==> config.mk <==
export PLATFORM = sky130hd
export DESIGN_NAME = firebird7_in_gate1_tessent_tdr_data_ctl_w19
export DESIGN_NICKNAME = d
export VERILOG_FILES = /design/src/rtl/firebird7_in_gate1_tessent_tdr_data_ctl_w19.sv
export SDC_FILE = /design/constraint.sdc
export NUM_CORES = 1
export LEC_CHECK = 0
export ABC_AREA = 1
export BUFFER_PORTS_ARGS = -buffer_cell sky130_fd_sc_hd__buf_2
export CAP_MARGIN = 10
export CORE_MARGIN = 3
export CORE_UTILIZATION = 53
export CTS_CLUSTER_SIZE = 12
export DETAILED_ROUTE_END_ITERATION = 8
export PLACE_DENSITY_LB_ADDON = 0.05
export REMOVE_ABC_BUFFERS = 1
export SYNTH_ARGS = -nofsm -noshare
export SYNTH_HDL_FRONTEND = slang
export SYNTH_SLANG_ARGS = --single-unit
==> constraint.sdc <==
create_clock -name ijtag_tck -period 1.61 [get_ports ijtag_tck]
set_input_delay 0.322 -clock ijtag_tck [delete_from_list [all_inputs] [get_ports ijtag_tck]]
set_output_delay 0.322 -clock ijtag_tck [all_outputs]
set_load 0.02 [all_outputs]
==> src/rtl/firebird7_in_gate1_tessent_tdr_data_ctl_w19.sv <==
// rtl/firebird7_in_gate1_tessent_tdr_data_ctl_w19.sv - IJTAG TDR driving select/override data of the 19-bit data mux
// Capture-shift-update register; the payload carries an even-parity bit that gates the update.
module firebird7_in_gate1_tessent_tdr_data_ctl_w19 #(
  parameter int unsigned      WIDTH       = 19,
  parameter logic [WIDTH-1:0] RESET_VALUE = '0,
  parameter bit               PARITY_EN   = 1'b1
) (
  input  logic             ijtag_tck,
  input  logic             ijtag_reset,
  input  logic             ijtag_sel,
  input  logic             ijtag_ce,
  input  logic             ijtag_se,
  input  logic             ijtag_ue,
  input  logic             ijtag_si,
  output logic             ijtag_so,
  input  logic [WIDTH-1:0] capture_data_in,
  output logic             ijtag_select,
  output logic [WIDTH-1:0] ijtag_data_out,
  output logic             parity_error
);

  localparam int unsigned SR_W = WIDTH + 2;

  logic [SR_W-1:0]  r_sr;
  logic             r_select;
  logic [WIDTH-1:0] r_data;
  logic             r_parity_error;

  logic             w_capture;
  logic             w_shift;
  logic             w_update;
  logic             w_parity_ok;

  // ce outranks se, which outranks ue; nothing acts unless the register is selected.
  assign w_capture   = ijtag_sel & ijtag_ce;
  assign w_shift     = ijtag_sel & ijtag_se & ~ijtag_ce;
  assign w_update    = ijtag_sel & ijtag_ue & ~ijtag_ce & ~ijtag_se;
  assign w_parity_ok = !PARITY_EN || ((^r_sr) == 1'b0);

  always_ff @(posedge ijtag_tck or negedge ijtag_reset) begin
    if (!ijtag_reset) begin
      r_sr           <= '0;
      r_select       <= 1'b0;
      r_data         <= RESET_VALUE;
      r_parity_error <= 1'b0;
    end else if (w_capture) begin
      // Capturing the sticky error also clears it, so software reads it exactly once.
      r_sr           <= {r_parity_error, r_select, capture_data_in};
      r_parity_error <= 1'b0;
    end else if (w_shift) begin
      r_sr <= {ijtag_si, r_sr[SR_W-1:1]};
    end else if (w_update) begin
      if (w_parity_ok) begin
        r_select <= r_sr[WIDTH];
        r_data   <= r_sr[WIDTH-1:0];
      end else begin
        r_parity_error <= 1'b1;
      end
    end
  end

  assign ijtag_so       = r_sr[0];
  assign ijtag_select   = r_select;
  assign ijtag_data_out = r_data;
  assign parity_error   = r_parity_error;

endmodule
==> results of run 1 <==
-- area by class of cell --
type,count,area share (%)
Tap cell,48,2.017
Inverter,31,3.908
Timing Repair Buffer,79,17.10
Multi-Input combinational cell,190,37.77
Clock buffer,8,3.697
Sequential cell,42,35.50
-- cell usage in the layout (no fill, tap or decap), types with 5 or more instances in the layout --
| cell | instances |
|---|---|
| buf_2 | 47 |
| nand2_2 | 18 |
| inv_2 | 9 |
| dfrtp_2 | 5 |
| dfrtp_1 | 37 |
| nand3_2 | 10 |
| nand2_1 | 105 |
| o221ai_1 | 21 |
| nand3_1 | 15 |
| buf_4 | 27 |
| inv_1 | 22 |
| clkbuf_8 | 8 |
-- per-layer routing --
metal	global-route usage, %	share of wire, %	vias to the layer above
li1	-	-	1031
met1	31.04	41	1037
met2	37.39	50	87
met3	5.072	7.1	16
met4	4.989	1.8	0
met5	0	0	-
-- cells in the mapped netlist --
| master | number | area, um^2 |
|---|---|---|
| a21oi_1 | 1 | 5.000 |
| buf_4 | 1 | 7.510 |
| buf_6 | 2 | 22.52 |
| clkbuf_1 | 8 | 30.03 |
| clkbuf_4 | 1 | 7.510 |
| dfrtp_1 | 42 | 1051 |
| inv_1 | 30 | 112.6 |
| inv_2 | 1 | 3.750 |
| nand2_1 | 126 | 473.0 |
| nand2_2 | 2 | 12.51 |
| nand3_1 | 26 | 130.1 |
| nand3b_1 | 1 | 7.510 |
| nor2_1 | 4 | 15.01 |
| nor3_1 | 1 | 5.000 |
| o221ai_1 | 21 | 183.9 |
| xnor2_1 | 3 | 26.28 |
| xor2_1 | 3 | 26.28 |
-- sequential cells by signal, summed over array words and instances (netlist names) --
name,flops
r_sr,21
ijtag_data_out,19
ijtag_select,1
parity_error,1
-- final timing paths --
kind	endpoint	startpoint	slack [ns]	depth (start not counted)
max	ijtag_data_out[5]	r_sr[8]	-0.11	14
min	r_sr[0]	capture_data_in[0]	0.22	3
max reg2reg	ijtag_data_out[5]	r_sr[8]	-0.11	14
min reg2reg	ijtag_data_out[10]	ijtag_data_out[10]	0.47	2
max in group asynchronous	r_sr[15]	ijtag_reset	0.60	3
min in group asynchronous	ijtag_data_out[5]	ijtag_reset	0.50	2
-- worst max-delay path, delay by kind of cell, from the launching register on --
| family | cells | cell delay (ns) |
|---|---|---|
| buffers and inverters | 2 | 0.25 |
| DFF | 1 | 0.43 |
| and+or+nand+nor | 12 | 0.99 |
-- power breakdown --
part / leakage (nW) / switching (mW) / internal, mW
registers: 0.527 / 0.228 / 1.35
logic: 1.01 / 1.51 / 0.988
clock network: 0.0575 / 0.369 / 0.433
-- cell families after synthesis --
group	share of synthesized area, %
AO/OA/AOI/OAI	8.914
XOR/XNOR	2.480
buffers and inverters	8.678
flip-flops	49.59
AND/OR/NAND/NOR	30.34
-- stage by stage --
step | power (mW) | hold slack, ns | util [%] | cells | TNS [ns]
6_report | 4.871 | 0.2207 | 78.96 | 398 | -2.005
4_1_cts | 4.314 | 0.2274 | 72.66 | 390 | -0.8619
3_5_place_dp | 3.251 | 0.2981 | 67.09 | 378 | -3.608
3_3_place_gp | 3.201 | 0.2884 | 67.09 | 378 | -1.948
5_1_grt | 5.159 | 0.2357 | 78.96 | 398 | -4.427
2_1_floorplan | 2.576 | 0.02641 | - | 261 | -13.98
-- what timing repair did --
item	CTS	global route
endpoints found under the hold margin	18	0
cloned	2	1
hold buffers	1	0
gates resized for setup	17	52
setup buffers	1	7
setup endpoints to repair	20	21
pin swaps	4	19
==> results.ini, run 1 <==
[synthesis]
ys_warn_count=0
syn_inst=273
ys_ff_latch=42
syn-mean-instance-area_um2=7.764
yosysSeqAreaShare_pct=49.59
synth_cell_types=17
synth_area_mm2=0.002120

[clocking]
clock_path_buffers=2
cts_tree=done
root_buffer=clkbuf_8
cts-htree-levels=2
clkSlewWorstSetupHoldPaths_ns=0.08
clk_latency_ns=0.30
cts_sinks=42
cts_buffers=5

[run]
maxCapViolCount=0

[finish]
multiInputGateArea_mm2=0.001125
synthToLayoutAreaGrowth_pct=40.50
final_nets=375
drive_above_1_share_pct=40.86
n_fill_cell=246
stdcell_area_mm2=0.002978
antenna_cells=0
regArea_mm2=0.001057

[setup_path]
crit_slowest_cell=dfrtp_1
crit_arrival_ns=1.97
cp-end-kind=flop
critical_path_class=reg -> reg
required_ns=1.85
critPathLaunchType=flop
crit_fanout=8
max_stage_delay_ns=0.43
crit_chain=inv_2 > nand2_1 > nand2_1 > nand2_1 > nand2_1 > nand2_2 > nand2_2 > nand2_4 > nand2_4 > nand2_4 > nand2_8 > buf_6 > nand3_1 > nand2_1
cp_common_cell=nand2_1

[die]
die_w_um=69.24
rows=22
design.portCount=48
dieArea_mm2=0.004794
initial_core_util_pct=56.20
die_height_um=69.24
fp.coreArea_mm2=0.003771

[placed_design]
io_buffers=47
gp_congestion=0.7883
place_area_mm2=0.002530
hpwl_um=3420
place_ws_ns=-0.1989

[grt]
grt_pass1_vias=1966
grt_max_degree=25
antenna_found_initial=0
grt_pass1_wl_um=8873
grt_usage_pct=22.81
grt.overflow.total=0

[sta]
fmax_mhz=580.9
setup_viol=21
slew_viol_final=0
fin_crit_sh_pct=106.9
finalCriticalPeriod_ns=1.721
worst_slack_ns=-0.1114
rsz0062_at_grt=yes
hold_viol=0
tightest_slew_ns=0.7428
max-slew-margin-rel_pct=50.42
finClkSkew_ns=0.009448

[power_and_ir_drop]
p_per_area_mw_per_mm2=1636
leakage_nw=1.598
ir_drop_mv=0.7332

[route]
via_per_inst=5.455
dr.first_iter.drc_count=175
vias=2171
wl_um=5878
wl_per_cell_um=14.77
post-route-drc-count=0
first_pass_iters=4
ant_nets=0

[outcome]
violations=setup timing
outcome=finished, violations left

[worst_hold_path]
hold_class=in -> reg

(Power assumes the default switching activity.)
==> run 2, diff against run 1 <==
CORE_MARGIN = 2   (was 3)
CORE_UTILIZATION = 52   (was 53)
CTS_CLUSTER_DIAMETER = 30   (was default)
==> run 2 against run 1 <==
The run still ends with setup timing left; clock skew down 0.0041 ns; hold slack better by 0.019 ns; critical path depth grew 1; wire length fell by 17%; clock power is 13% lower; register-to-register slack hardly changed; sequential power barely moved; die area down 4.0%; largest cell class is now flip-flops and latches; non-clock buffer count decreased by 1; final cell count shrank 0.25%; count of clock-buffer cells in the layout down 1; final area decreased by 6.3%.
==> results.ini, run 2 (synthesized netlist as in run 1, its figures left out) <==
[die]
rows=23
die_w_um=67.85
design.portCount=48
die_height_um=67.85
dieArea_mm2=0.004603
initial_core_util_pct=53.37
fp.coreArea_mm2=0.003971

[setup_path]
critPathLaunchType=flop
crit_buf_inv=2
crit_fanout=6
required_ns=1.79
max_stage_delay_ns=0.43
cp_top_family=simple AND/OR/NAND/NOR gates
crit_slowest_cell=dfrtp_1
cp-end-kind=flop
crit_chain=nand2_1 > inv_1 > nor2_2 > nand2_1 > nand2_1 > nand2_2 > nand2_2 > nand2_2 > nand2_2 > nand2_2 > nand2_4 > nand2_4 > buf_6 > nand2_1 > nand2_1
critical_path_class=reg -> reg
crit_arrival_ns=1.90

[power_and_ir_drop]
p_total_mw=4.202
p_per_area_mw_per_mm2=1507
leakage_nw=1.559
ir_drop_mv=0.8668

[finish]
final_cell_mix=102 x nand2_1, 47 x buf_2, 42 x dfrtp_1, 26 x inv_1, 26 x buf_4
largest_reg_flops=21
final_common_cell=nand2_1
antenna_cells=0
final_nets=372
stdcell_count=397
top_register=r_sr
synthToLayoutAreaGrowth_pct=31.58
drive_above_1_share_pct=34.87
n_fill_cell=338
stdcell_area_mm2=0.002789

[sta]
fin_crit_sh_pct=106.4
worst_slack_ns=-0.1028
tightest_slew_ns=0.7264
slew_viol_final=0
fmax_mhz=583.8
finClkSkew_ns=0.005379
rsz0062_at_grt=yes
setup_viol=21
hold_viol=0
max-slew-margin-rel_pct=51.52
finalCriticalPeriod_ns=1.713

[placed_design]
hpwl_um=3358
place_area_mm2=0.002550
place_inst=384
io_buffers=47
gp_congestion=0.7995

[route]
first_pass_iters=4
ant_nets=0
wl_per_cell_um=12.34
dr.first_iter.drc_count=173
vias=2043
post-route-drc-count=0
wl_um=4897
via_per_inst=5.146

[clocking]
root_buffer=clkbuf_8
cts-htree-levels=2
cts_tree=done
clk_latency_ns=0.29
cts_sinks=42
clkSlewWorstSetupHoldPaths_ns=0.08
cts_buffers=5
clock_path_buffers=2

[grt]
met1_usage_pct=28.45
grt_pass1_vias=1836
antenna_found_initial=0
grt.overflow.total=0
met3_usage_pct=4.441
grt_max_degree=23
grt_usage_pct=22.42
top_usage_layer=met2
gr-usage-met2_pct=38.73
grt_pass1_wl_um=7755

[outcome]
violations=setup timing
outcome=finished, violations left

[run]
maxCapViolCount=0

[worst_hold_path]
hold_class=in -> reg

-- run 2: tightest hold or removal path: stages --
cell	delay (ns)
buf_2	0.07
nand2_1	0.04
o221ai_1	0.05
-- run 2: area by class of cell --
class,count,area [um^2],share of cell area [%]
Clock inverter,1,5.005,0.1795
Multi-Input combinational cell,188,982.2,35.22
Inverter,31,116.4,4.172
Tap cell,50,62.56,2.243
Sequential cell,42,1051,37.69
Timing Repair Buffer,78,485.5,17.41
Clock buffer,7,86.33,3.096
-- run 2: report_power, final --
group          switching [mW]  internal [mW]  leakage (nW)
sequential              0.218           1.34         0.533
combinational            1.16          0.786         0.977
clock                   0.348          0.346        0.0482
total                    1.73           2.48          1.56
-- run 2: timing repair --
item                       in CTS  in global routing
setup endpoints to repair      20                 21
gates cloned                    0                  1
hold buffers                    1                  0
setup buffers                   1                  2
hold endpoints to repair       15                  0
pin swaps                       0                 10
gates resized for setup         2                 39
-- run 2: path summary, 6_finish.rpt --
check,cells past startpoint,slack [ns],startpoint,endpoint
min in group asynchronous,2,0.47,ijtag_reset,ijtag_data_out[8]
min,3,0.24,capture_data_in[17],r_sr[17]
max in group asynchronous,3,0.56,ijtag_reset,r_sr[15]
min reg2reg,2,0.47,ijtag_data_out[14],ijtag_data_out[14]
max reg2reg,15,-0.10,r_sr[11],ijtag_data_out[16]
max,15,-0.10,r_sr[11],ijtag_data_out[16]
-- run 2: per-layer routing --
metal | part of all wire, % | up-vias
met3 | 4.2 | 10
met4 | 1.9 | 0
li1 | - | 1022
met1 | 44 | 964
met2 | 50 | 47
met5 | 0 | -
-- run 2: metrics by stage --
| stage | utilization, % | setup WS [ns] | hold WS, ns | TNS (ns) |
|---|---|---|---|---|
| floorplan | - | -0.6775 | 0.02641 | -13.98 |
| global placement | 64.21 | 0.007387 | 0.2597 | 0 |
| detailed placement | 64.21 | -0.05563 | 0.2611 | -0.6510 |
| CTS | 67.14 | -0.06194 | 0.2369 | -0.9704 |
| global route | 70.23 | -0.2478 | 0.2414 | -4.878 |
| finish | 70.23 | -0.1028 | 0.2393 | -1.883 |
==> run 3, diff against run 2 <==
CORE_MARGIN = default   (was 2)
SKIP_CTS_REPAIR_TIMING = 1   (was default)
==> run 3 against run 2 <==
The run still ends with setup timing left; combinational power fell by 2%; hold slack worse by 0.019 ns; critical path depth stayed put; die area fell by 5.8%; global-route usage increased by 2.0 points; final cell count shrank 1.0%; clock skew increased by 0.0039 ns; sequential power is essentially flat; worst setup slack worse by 0.0076 ns; first-iteration DRC count shrank 31%; highest routed layer unchanged.
==> results.ini, run 3 (synthesized netlist as in run 1, its figures left out) <==
[outcome]
outcome=finished, violations left
violations=setup timing

[sta]
finClkSkew_ns=0.009312
max-slew-margin-rel_pct=70.45
fin_crit_sh_pct=106.9
slew_viol_final=0
worst_slack_ns=-0.1104
hold_viol=0
setup_viol=20
whs_ns=0.2206
tightest_slew_ns=0.4432
fmax_mhz=581.3
finalCriticalPeriod_ns=1.720
setup_tns_ns=-1.958
rsz0062_at_grt=yes

[clocking]
cts_buffers=5
clk_latency_ns=0.30
clock_path_buffers=2
cts_sinks=42
cts-htree-levels=2
root_buffer=clkbuf_8
clkSlewWorstSetupHoldPaths_ns=0.08
cts_tree=done

[finish]
synthToLayoutAreaGrowth_pct=31.94
stdcell_area_mm2=0.002796
drive_above_1_share_pct=33.62
antenna_cells=0
final_common_cell=nand2_1
final_cell_mix=104 x nand2_1, 47 x buf_2, 42 x dfrtp_1, 28 x inv_1, 24 x nand3_1
top_register=r_sr
largest_reg_flops=21
n_fill_cell=304
post-route-util_pct=74.15
final_nets=370

[die]
die_height_um=65.85
dieArea_mm2=0.004336
fp.coreArea_mm2=0.003771
die_w_um=65.85
design.portCount=48
rows=22
initial_core_util_pct=56.20

[grt]
grt_pass1_wl_um=7886
antenna_found_initial=0
grt_max_degree=25
grt_pass1_vias=1755
grt_usage_pct=24.42
grt.overflow.total=0

[route]
wl_per_cell_um=12.22
ant_nets=0
first_pass_iters=5
wl_um=4802
vias=2006
post-route-drc-count=0
dr.first_iter.drc_count=119
via_per_inst=5.104

[placed_design]
place_area_mm2=0.002552
gp_congestion=0.8478
hpwl_um=3362
io_buffers=47

[power_and_ir_drop]
p_sw_mw=1.737
p_total_mw=4.282
p_int_mw=2.545
p_per_area_mw_per_mm2=1531
seqPwrFrac_pct=36.5
switching_share_pct=40.57
leakage_nw=1.564
power_frac_comb_pct=44.5
pwr-share-clk_pct=19.0
ir_drop_mv=0.7789

[worst_hold_path]
hold_class=in -> reg

[setup_path]
crit_slowest_cell=dfrtp_1
crit_buf_inv=2
cp_top_family=simple AND/OR/NAND/NOR gates
crit_fanout=6
crit_arrival_ns=1.92
required_ns=1.81
cp-end-kind=flop
max_stage_delay_ns=0.42
critical_path_class=reg -> reg
crit_chain=nor2_2 > inv_1 > nand2_1 > nand2_1 > nand2_1 > nand2_1 > nand2_2 > nand2_2 > nand2_2 > nand2_2 > nand2_4 > nand2_4 > buf_6 > nand2_2 > nand2_2
cp_common_cell=nand2_2
critPathLaunchType=flop

[run]
maxCapViolCount=0

## run 3: tightest hold or removal path, stage by stage
cell and delay, ns:
buf_2 0.07, nand2_1 0.04, o221ai_1 0.05
## run 3: worst paths after layout
kind                                startpoint                  to  slack (ns)  cells after the start
min reg2reg                  ijtag_data_out[6]   ijtag_data_out[6]        0.47                      2
min                        capture_data_in[16]            r_sr[16]        0.22                      3
max reg2reg                           r_sr[14]  ijtag_data_out[16]       -0.11                     15
min in group asynchronous          ijtag_reset  ijtag_data_out[16]        0.49                      2
max in group asynchronous          ijtag_reset             r_sr[9]        0.65                      3
max                                   r_sr[14]  ijtag_data_out[16]       -0.11                     15
## run 3: metal layers
metal | wire [um] | global-route usage (%) | vias to the layer above
li1 | - | - | 1024
met1 | 2317 | 34.61 | 923
met2 | 2190 | 35.97 | 52
met3 | 233 | 6.552 | 7
met4 | 61 | 8.152 | 0
met5 | 0 | 0 | -
## run 3: through the flow
step           setup slack (ns)  std cells
2_1_floorplan           -0.6775        261
3_3_place_gp            0.01681        381
3_5_place_dp           -0.04353        381
4_1_cts                -0.06844        389
5_1_grt                 -0.2796        393
6_report                -0.1104        393
## run 3: power by group through the flow
stage | Combinational, mW | Clock (mW) | Sequential [mW]
floorplan | 0.786 | 0 | 1.79
global route | 2.12 | 0.885 | 1.60
global placement | 1.66 | 0 | 1.55
detailed placement | 1.69 | 0 | 1.56
CTS | 1.70 | 0.830 | 1.54
finish | 1.91 | 0.814 | 1.56
## run 3: layout make-up
class                      instances  area (um^2)  share of cell area, %
timing repair buffer              76        483.0                  17.27
inverter                          31        116.4                  4.161
clock buffer                       5        68.82                  2.461
sequential                        42         1051                  37.58
tap                               48        60.06                  2.148
clock inverter                     3        40.04                  1.432
multi-input combinational        188        977.2                  34.94
